--- config.mk ---
export PLATFORM = sky130hd
export DESIGN_NAME = pwm_driver_flat
export DESIGN_NICKNAME = d
export VERILOG_FILES = /design/src/rtl/pwm_driver_if.sv /design/src/rtl/pwm_driver.sv /design/src/flat_wrapper.sv
export SDC_FILE = /design/constraint.sdc
export NUM_CORES = 1
export LEC_CHECK = 0
export CORE_ASPECT_RATIO = 0.5
export CORE_MARGIN = 4
export CORE_UTILIZATION = 42
export CTS_BUF_LIST = sky130_fd_sc_hd__clkbuf_16
export DETAILED_ROUTE_END_ITERATION = 6
export PLACE_DENSITY = 0.6
export SETUP_SLACK_MARGIN = 0.4
export SLEW_MARGIN = 20
export SYNTH_ARGS = -nofsm -noshare
export SYNTH_HDL_FRONTEND = slang
export SYNTH_SLANG_ARGS = --single-unit
--- constraint.sdc ---
create_clock -name clk -period 11.2 [get_ports clk]
set_input_delay 1.68 -clock clk [delete_from_list [all_inputs] [get_ports clk]]
set_output_delay 1.68 -clock clk [all_outputs]
set_load 0.03 [all_outputs]
--- src/rtl/pwm_driver_if.sv ---
// Duty-word handshake between the PID controller and the PWM driver.
interface pwm_driver_if;
  logic [7:0] duty_in;
  logic       duty_valid;
  logic       duty_ready;

  modport master (output duty_in, duty_valid, input  duty_ready);
  modport slave  (input  duty_in, duty_valid, output duty_ready);
endinterface

--- src/rtl/pwm_driver.sv ---
// Fixed-period PWM generator: duty words are buffered in a one-deep shadow and
// applied at period boundaries through a per-period slew limiter.
module pwm_driver #(
  parameter int unsigned PRESCALE = 4,
  parameter int unsigned SLEW_MAX = 16
) (
  input  logic               clk,
  input  logic               rst,
  pwm_driver_if.slave        duty,
  input  logic               enable,
  output logic               pwm_out,
  output logic               period_start,
  output logic [7:0]         duty_active
);

  localparam logic [15:0] PRE_LAST = 16'(PRESCALE - 1);
  localparam logic [7:0]  CNT_LAST = 8'd254;
  localparam logic [7:0]  STEP     = 8'((SLEW_MAX > 255) ? 255 : SLEW_MAX);

  logic [15:0] pre_q, pre_d;
  logic [7:0]  cnt_q, cnt_d;
  logic [7:0]  shadow_q, shadow_d;
  logic [7:0]  target_q, target_d;
  logic [7:0]  active_q, active_d;
  logic        pending_q, pending_d;

  logic              tick, boundary, xfer;
  logic [7:0]        tgt_new, slewed;
  logic signed [8:0] diff;
  logic [8:0]        mag;

  assign tick     = enable && (pre_q == PRE_LAST);
  assign boundary = tick && (cnt_q == CNT_LAST);
  assign xfer     = duty.duty_valid && duty.duty_ready;

  assign duty.duty_ready = !pending_q && !rst;
  assign duty_active     = active_q;
  assign period_start    = enable && !rst && (pre_q == 16'd0) && (cnt_q == 8'd0);
  assign pwm_out         = enable && !rst && (cnt_q < active_q);

  // Slew toward the target that will be in force after this boundary.
  always_comb begin
    tgt_new = pending_q ? shadow_q : target_q;
    diff    = $signed({1'b0, tgt_new}) - $signed({1'b0, active_q});
    mag     = diff[8] ? 9'(-diff) : 9'(diff);
    slewed  = tgt_new;
    if (SLEW_MAX != 0 && {23'd0, mag} > SLEW_MAX) begin
      slewed = diff[8] ? (active_q - STEP) : (active_q + STEP);
    end
  end

  always_comb begin
    pre_d     = pre_q;
    cnt_d     = cnt_q;
    shadow_d  = shadow_q;
    target_d  = target_q;
    active_d  = active_q;
    pending_d = pending_q;

    if (!enable) begin
      pre_d = 16'd0;
      cnt_d = 8'd0;
      // Idle preset path: a buffered word takes effect at once, unslewed.
      if (pending_q) begin
        target_d  = shadow_q;
        active_d  = shadow_q;
        pending_d = 1'b0;
      end
    end else begin
      pre_d = tick ? 16'd0 : pre_q + 16'd1;
      if (tick) cnt_d = (cnt_q == CNT_LAST) ? 8'd0 : cnt_q + 8'd1;
      if (boundary) begin
        target_d  = tgt_new;
        active_d  = slewed;
        pending_d = 1'b0;
      end
    end

    // Ready implies nothing pending, so a transfer never races a consume.
    if (xfer) begin
      shadow_d  = duty.duty_in;
      pending_d = 1'b1;
    end
  end

  always_ff @(posedge clk) begin
    if (rst) begin
      pre_q     <= 16'd0;
      cnt_q     <= 8'd0;
      shadow_q  <= 8'd0;
      target_q  <= 8'd0;
      active_q  <= 8'd0;
      pending_q <= 1'b0;
    end else begin
      pre_q     <= pre_d;
      cnt_q     <= cnt_d;
      shadow_q  <= shadow_d;
      target_q  <= target_d;
      active_q  <= active_d;
      pending_q <= pending_d;
    end
  end

endmodule

--- src/flat_wrapper.sv ---
// flat-port wrapper written by rule: the top's interface ports become plain ports
module pwm_driver_flat 
#(
  parameter int unsigned PRESCALE = 4,
  parameter int unsigned SLEW_MAX = 16
)
  (clk, rst, enable, pwm_out, period_start, duty_active, duty_duty_in, duty_duty_valid, duty_duty_ready);
  pwm_driver_if duty_i ();
  input  logic clk;
  input  logic rst;
  input  logic enable;
  output logic pwm_out;
  output logic period_start;
  output logic [7:0] duty_active;
  input wire logic [$bits(duty_i.duty_in)-1:0] duty_duty_in;
  input wire logic [$bits(duty_i.duty_valid)-1:0] duty_duty_valid;
  output wire logic [$bits(duty_i.duty_ready)-1:0] duty_duty_ready;
  assign duty_i.duty_in = duty_duty_in;
  assign duty_i.duty_valid = duty_duty_valid;
  assign duty_duty_ready = duty_i.duty_ready;
  pwm_driver #(.PRESCALE(PRESCALE), .SLEW_MAX(SLEW_MAX)) u_core (.clk(clk), .rst(rst), .duty(duty_i), .enable(enable), .pwm_out(pwm_out), .period_start(period_start), .duty_active(duty_active));
endmodule
After elaboration in Yosys (flattened, before gate mapping)

Cells that the tools add are included.

Register bits: 49
Bits of input ports: 12
Output and inout port bits: 11
Word-level logic and storage cells: 48

Add/subtract/negate cells: 6
Magnitude comparators: 2
Eq/ne operators: 4
Multiplexer cells: 13
Bitwise logic cells: 1
Reduce and logical (&&, ||, !) cells: 16

Operators by type and width:

| cell                    | number |
|---|---|
| $mux W8                 | 9 |
| $add A16 B1 Y16 const B | 1 |
| $eq A16 B2 Y1 const B   | 1 |
| $logic_not A16 Y1       | 1 |
| $gt A9 B5 Y1 const B    | 1 |
| $mux W9                 | 1 |
| $neg A9 Y9              | 1 |
| $sub A8 B8 Y9           | 1 |
| $add A8 B1 Y8 const B   | 1 |
| $add A8 B5 Y8 const B   | 1 |
| $eq A8 B8 Y1 const B    | 1 |
| $logic_and A1 B1 Y1     | 8 |
| $logic_not A8 Y1        | 1 |
| $lt A8 B8 Y1            | 1 |
| $sub A8 B5 Y8 const B   | 1 |
| $mux W1                 | 3 |
| $ne A3 B1 Y1 const B    | 1 |
| $reduce_or A3 Y1        | 1 |
| $logic_not A1 Y1        | 2 |
| $ne A2 B1 Y1 const B    | 1 |
| $reduce_and A2 Y1       | 1 |
| $reduce_bool A2 Y1      | 1 |
| $reduce_or A2 Y1        | 1 |
| $not A1 Y1              | 1 |

Logic depth before layout (Yosys ltp)

Word-level depth: 8
Gate-level depth with buffers: 15
Gate-level depth less buffers: 14

Worst setup path before layout

No wires, ideal clock.

Path kind: reg-to-output
Start point: register u_core.active_q[1] (netlist: u_core.duty_active[1])
End point: output port pwm_out
Arrival: 2.691 ns
Data required time: 9.520 ns
Slack: 6.829 ns
Stages on the path, launching flop included: 10
Path buffers: 0
Cell sequence: dfxtp_1 inv_1 ha_1 a21o_1 a21o_1 a21o_1 a21o_1 a21o_1 a21o_1 a211oi_1

Longest elaborated chain between the ends: 2

Ends and longest elaborated chain:

| element                | RTL line           | text |
|---|---|---|
| start, declared        | pwm_driver.sv:24   | `logic [7:0] active_q, active_d;` |
| start signal, assigned | pwm_driver.sv:99   | `active_q <= active_d;` |
| $lt A8 B8 Y1           | pwm_driver.sv:39   | `assign pwm_out = enable && !rst && (cnt_q < active_q);` |
| $logic_and A1 B1 Y1    | pwm_driver.sv:39   |  |
| end, declared          | flat_wrapper.sv:12 | `output logic pwm_out;` |

Every way passes these cells.

Final worst setup path

Start point: input port enable
End point: output port period_start

Longest elaborated chain between the ends: 3

Ends and longest elaborated chain:

| element                           | RTL line           | text |
|---|---|---|
| start, declared                   | flat_wrapper.sv:11 | `input logic enable;` |
| $logic_and A1 B1 Y1 (3 in series) | pwm_driver.sv:38   | `assign period_start = enable && !rst && (pre_q == 16'd0) && (cnt_q == 8'd0);` |
| end, declared                     | flat_wrapper.sv:13 | `output logic period_start;` |

Every way passes these cells.

==> metrics <==
status=complete, no violations; initial cell density of the core=0.445; via count=around 2600; period utilisation layout=0.495; capture point of the worst path=period_start; buffers inserted during post-CTS setup optimization=0; DRC=0; kind of start point of the critical path=primary input; pin count of the biggest net entering global routing=31; worst reg2reg startpoint=u_core.pending_q$_SDFFE_PP0P_; post-detail-place hpwl=about 5200 um; path class of the lowest-slack min-delay path=reg2reg; width of the chip=129 um; power per unit of standard cell area=130 nW/um^2; fraction of layout instances using a drive strength above 1=0.0517; Reg-to-Reg End=u_core.duty_active[7]$_SDFFE_PP0P_; start point of the critical path=enable; leakage power figure=0.00136 uW; Fin Clk Skew=4.52 ps; number of enable flip-flop cells after synthesis=0; Filler cells=681; CTS tree=yes; number of ports placed on the die boundary=23; synthesized flop and latch total=49; Crit path required time=9520 ps; Slew @ Worst Pin=886 ps; number of antenna violations at the first check in global routing=0; launch point of the worst hold path=u_core.target_q[6]$_SDFFE_PP0N_; Max H-tree Level=2; PnR Total Power=455 uW; RSZ-0062 raised after global routing=no; Sink Count=49; final setup TNS=0 ps; overall routing resource usage=0.165; post-synthesis instance total=between 300 and 400; synth warn=0; post-synthesis cell type with the largest combined area=sky130_fd_sc_hd__dfxtp_1; length of the first detailed-routing pass in iterations=4; post-route cell area=approximately 3500 sq um; Critical Path Sink Type=output port; Floorplan Core Area=~6900 sq um; proportion of register bits with asynchronous set or reset after synthesis=0; number of clock buffers inserted by TritonCTS=5; area growth from synthesis to final layout=14.8%; Netlist Area Pre-Place=3060 sq um; mean number of vias per cell=5.38; synth top area cells=sky130_fd_sc_hd__dfxtp_1, sky130_fd_sc_hd__ha_1, sky130_fd_sc_hd__nor2_1; Routed wire per std cell=14.1 um; top_reg_cell synth=sky130_fd_sc_hd__dfxtp_1; final weighted congestion of routability-driven global placement=0.827; Yosys top cell area share=0.320; library cell used as clock root buffer=sky130_fd_sc_hd__clkbuf_16; clk_lat worst skew=about 290 ps; Port Buffer Count=22; Crit path arrival time=3860 ps; net count of the finished layout=423; most common cell in the netlist=sky130_fd_sc_hd__dfxtp_1; height of the die=68.4 um; share of synthesized area occupied by flip-flops and latches=0.320; Cell variety after synth=51; # diodes=0; hold buffers post-CTS=0; achievable frequency=0.180 GHz; critical-path maximum fanout=15; Setup Crit Path Kind=in2out; number of cells on the worst reg-to-reg path=14; Final Hold Violating Endpoints=0; maximum resistive drop on vdd=~0.066 mV; max-capacitance violation count=0; headroom to the max-slew limit=0.408; leading cell types by count after synthesis=sky130_fd_sc_hd__dfxtp_1, sky130_fd_sc_hd__nor2_1, sky130_fd_sc_hd__nand2_1; Clock transition at path regs=60 ps; CTS resizes=0; first-pass GRT wire length=between 10000 and 15000 um; Starting DRT DRC Count=140; Cell Area, Placed=3370 sq um; via count of the first global-routing pass=2419; min cycle time layout=5540 ps; final global-route overflow total=0; Antenna Violating Nets Remaining=0; R2R setup slack=around 6900 ps; detailed-route wire length=6750 um; net count after synthesis=roughly 400; Setup Viol. Count Final=0; buffer levels on the longest clock path=2; Max Slew Vio Count=0; Syn Area/Cell=8.41 sq um; Die Footprint=~8800 sq um; number of rows created at floorplan=21
## placed cells by master (no fill, tap or decap), types with 3 or more instances in the layout
cell / instances
sky130_fd_sc_hd__a21oi_1: 20
sky130_fd_sc_hd__nand4_1: 9
sky130_fd_sc_hd__clkdlybuf4s50_1: 22
sky130_fd_sc_hd__nand2_1: 25
sky130_fd_sc_hd__ha_1: 23
sky130_fd_sc_hd__mux2_2: 6
sky130_fd_sc_hd__o21ai_1: 4
sky130_fd_sc_hd__clkbuf_16: 5
sky130_fd_sc_hd__nand2b_1: 3
sky130_fd_sc_hd__o31ai_1: 3
sky130_fd_sc_hd__nor2_1: 48
sky130_fd_sc_hd__or2_1: 3
sky130_fd_sc_hd__or3_1: 3
sky130_fd_sc_hd__a211oi_1: 3
sky130_fd_sc_hd__a21o_1: 10
sky130_fd_sc_hd__xnor2_1: 13
sky130_fd_sc_hd__nor2b_1: 5
sky130_fd_sc_hd__dfxtp_1: 49
sky130_fd_sc_hd__a31oi_1: 4
sky130_fd_sc_hd__mux2i_1: 15
sky130_fd_sc_hd__nand3_1: 16
sky130_fd_sc_hd__xor2_1: 13
sky130_fd_sc_hd__nor3_1: 7
sky130_fd_sc_hd__o21ai_0: 14
sky130_fd_sc_hd__and3_1: 10
sky130_fd_sc_hd__inv_1: 21
## worst max-delay path, cell delays in order
cell and delay (ps):
sky130_fd_sc_hd__clkdlybuf4s50_1 790, sky130_fd_sc_hd__nor4b_1 370, sky130_fd_sc_hd__nand4_1 160, sky130_fd_sc_hd__nor2_1 150
sky130_fd_sc_hd__clkdlybuf4s50_1 700
## cell families (layout without fill, tap and decap cells)
| logic type | count (synthesis) | count (layout) | share of synthesized area |
|---|---|---|---|
| buf+inv | 29 | 52 | 0.0356 |
| mux | 21 | 21 | 0.0711 |
| simple gates | 143 | 143 | 0.235 |
| fa+ha+maj | 25 | 25 | 0.107 |
| flops | 49 | 49 | 0.320 |
| xor+xnor | 26 | 26 | 0.0744 |
| compound gates | 71 | 71 | 0.157 |
## how the worst min path moves through the flow
stage / endpoint / slack [ps] / cells past startpoint
detailed placement: u_core.target_q[6]$_SDFFE_PP0N_ / 450 / 2
floorplan: u_core.pre_q[0]$_SDFF_PP0_ / 440 / 1
global placement: u_core.target_q[3]$_SDFFE_PP0N_ / 450 / 2
finish: u_core.target_q[6]$_SDFFE_PP0N_ / 460 / 2
global route: u_core.target_q[2]$_SDFFE_PP0N_ / 490 / 2
CTS: u_core.target_q[6]$_SDFFE_PP0N_ / 460 / 2
## per-stage QoR
step	setup WS (ps)	utilization	hold WS [ps]	std cells
5_1_grt	5460	0.510	492	479
4_1_cts	5640	0.510	464	479
2_1_floorplan	6830	-	437	364
6_report	5660	0.510	462	479
3_5_place_dp	5690	0.490	455	471
3_3_place_gp	5680	0.490	447	471
## report_power, final
part	leakage [uW]	switching [uW]	internal, uW
Sequential	0.000398	4.79	179
Combinational	0.000888	75.1	52.6
Clock	0.0000748	62.5	81.1
## per-layer routing
metal,part of all wire,vias up,global-route usage
li1,-,1335,-
met1,0.52,1200,0.221
met2,0.44,36,0.267
met3,0.035,6,0.0436
met4,0.0070,0,0.0393
met5,0,-,0
## registers in the layout, indices dropped and copies added, names as in the netlist
signal and flops:
u_core.cnt_q 8, u_core.shadow_q 8, u_core.pending_q 1, u_core.duty_active 8, u_core.target_q 8, u_core.pre_q 16
## area by class of cell
class / count / area [sq um] / share of cell area
well taps: 92 / 115 / 0.0328
inverters: 21 / 78.8 / 0.0224
repair buffers: 23 / 228 / 0.0648
multi-input cells: 286 / 1970 / 0.561
clock inverters: 3 / 13.8 / 0.00392
clock buffers: 5 / 125 / 0.0356
flip-flops and latches: 49 / 981 / 0.279
(Power assumes the default switching activity.)
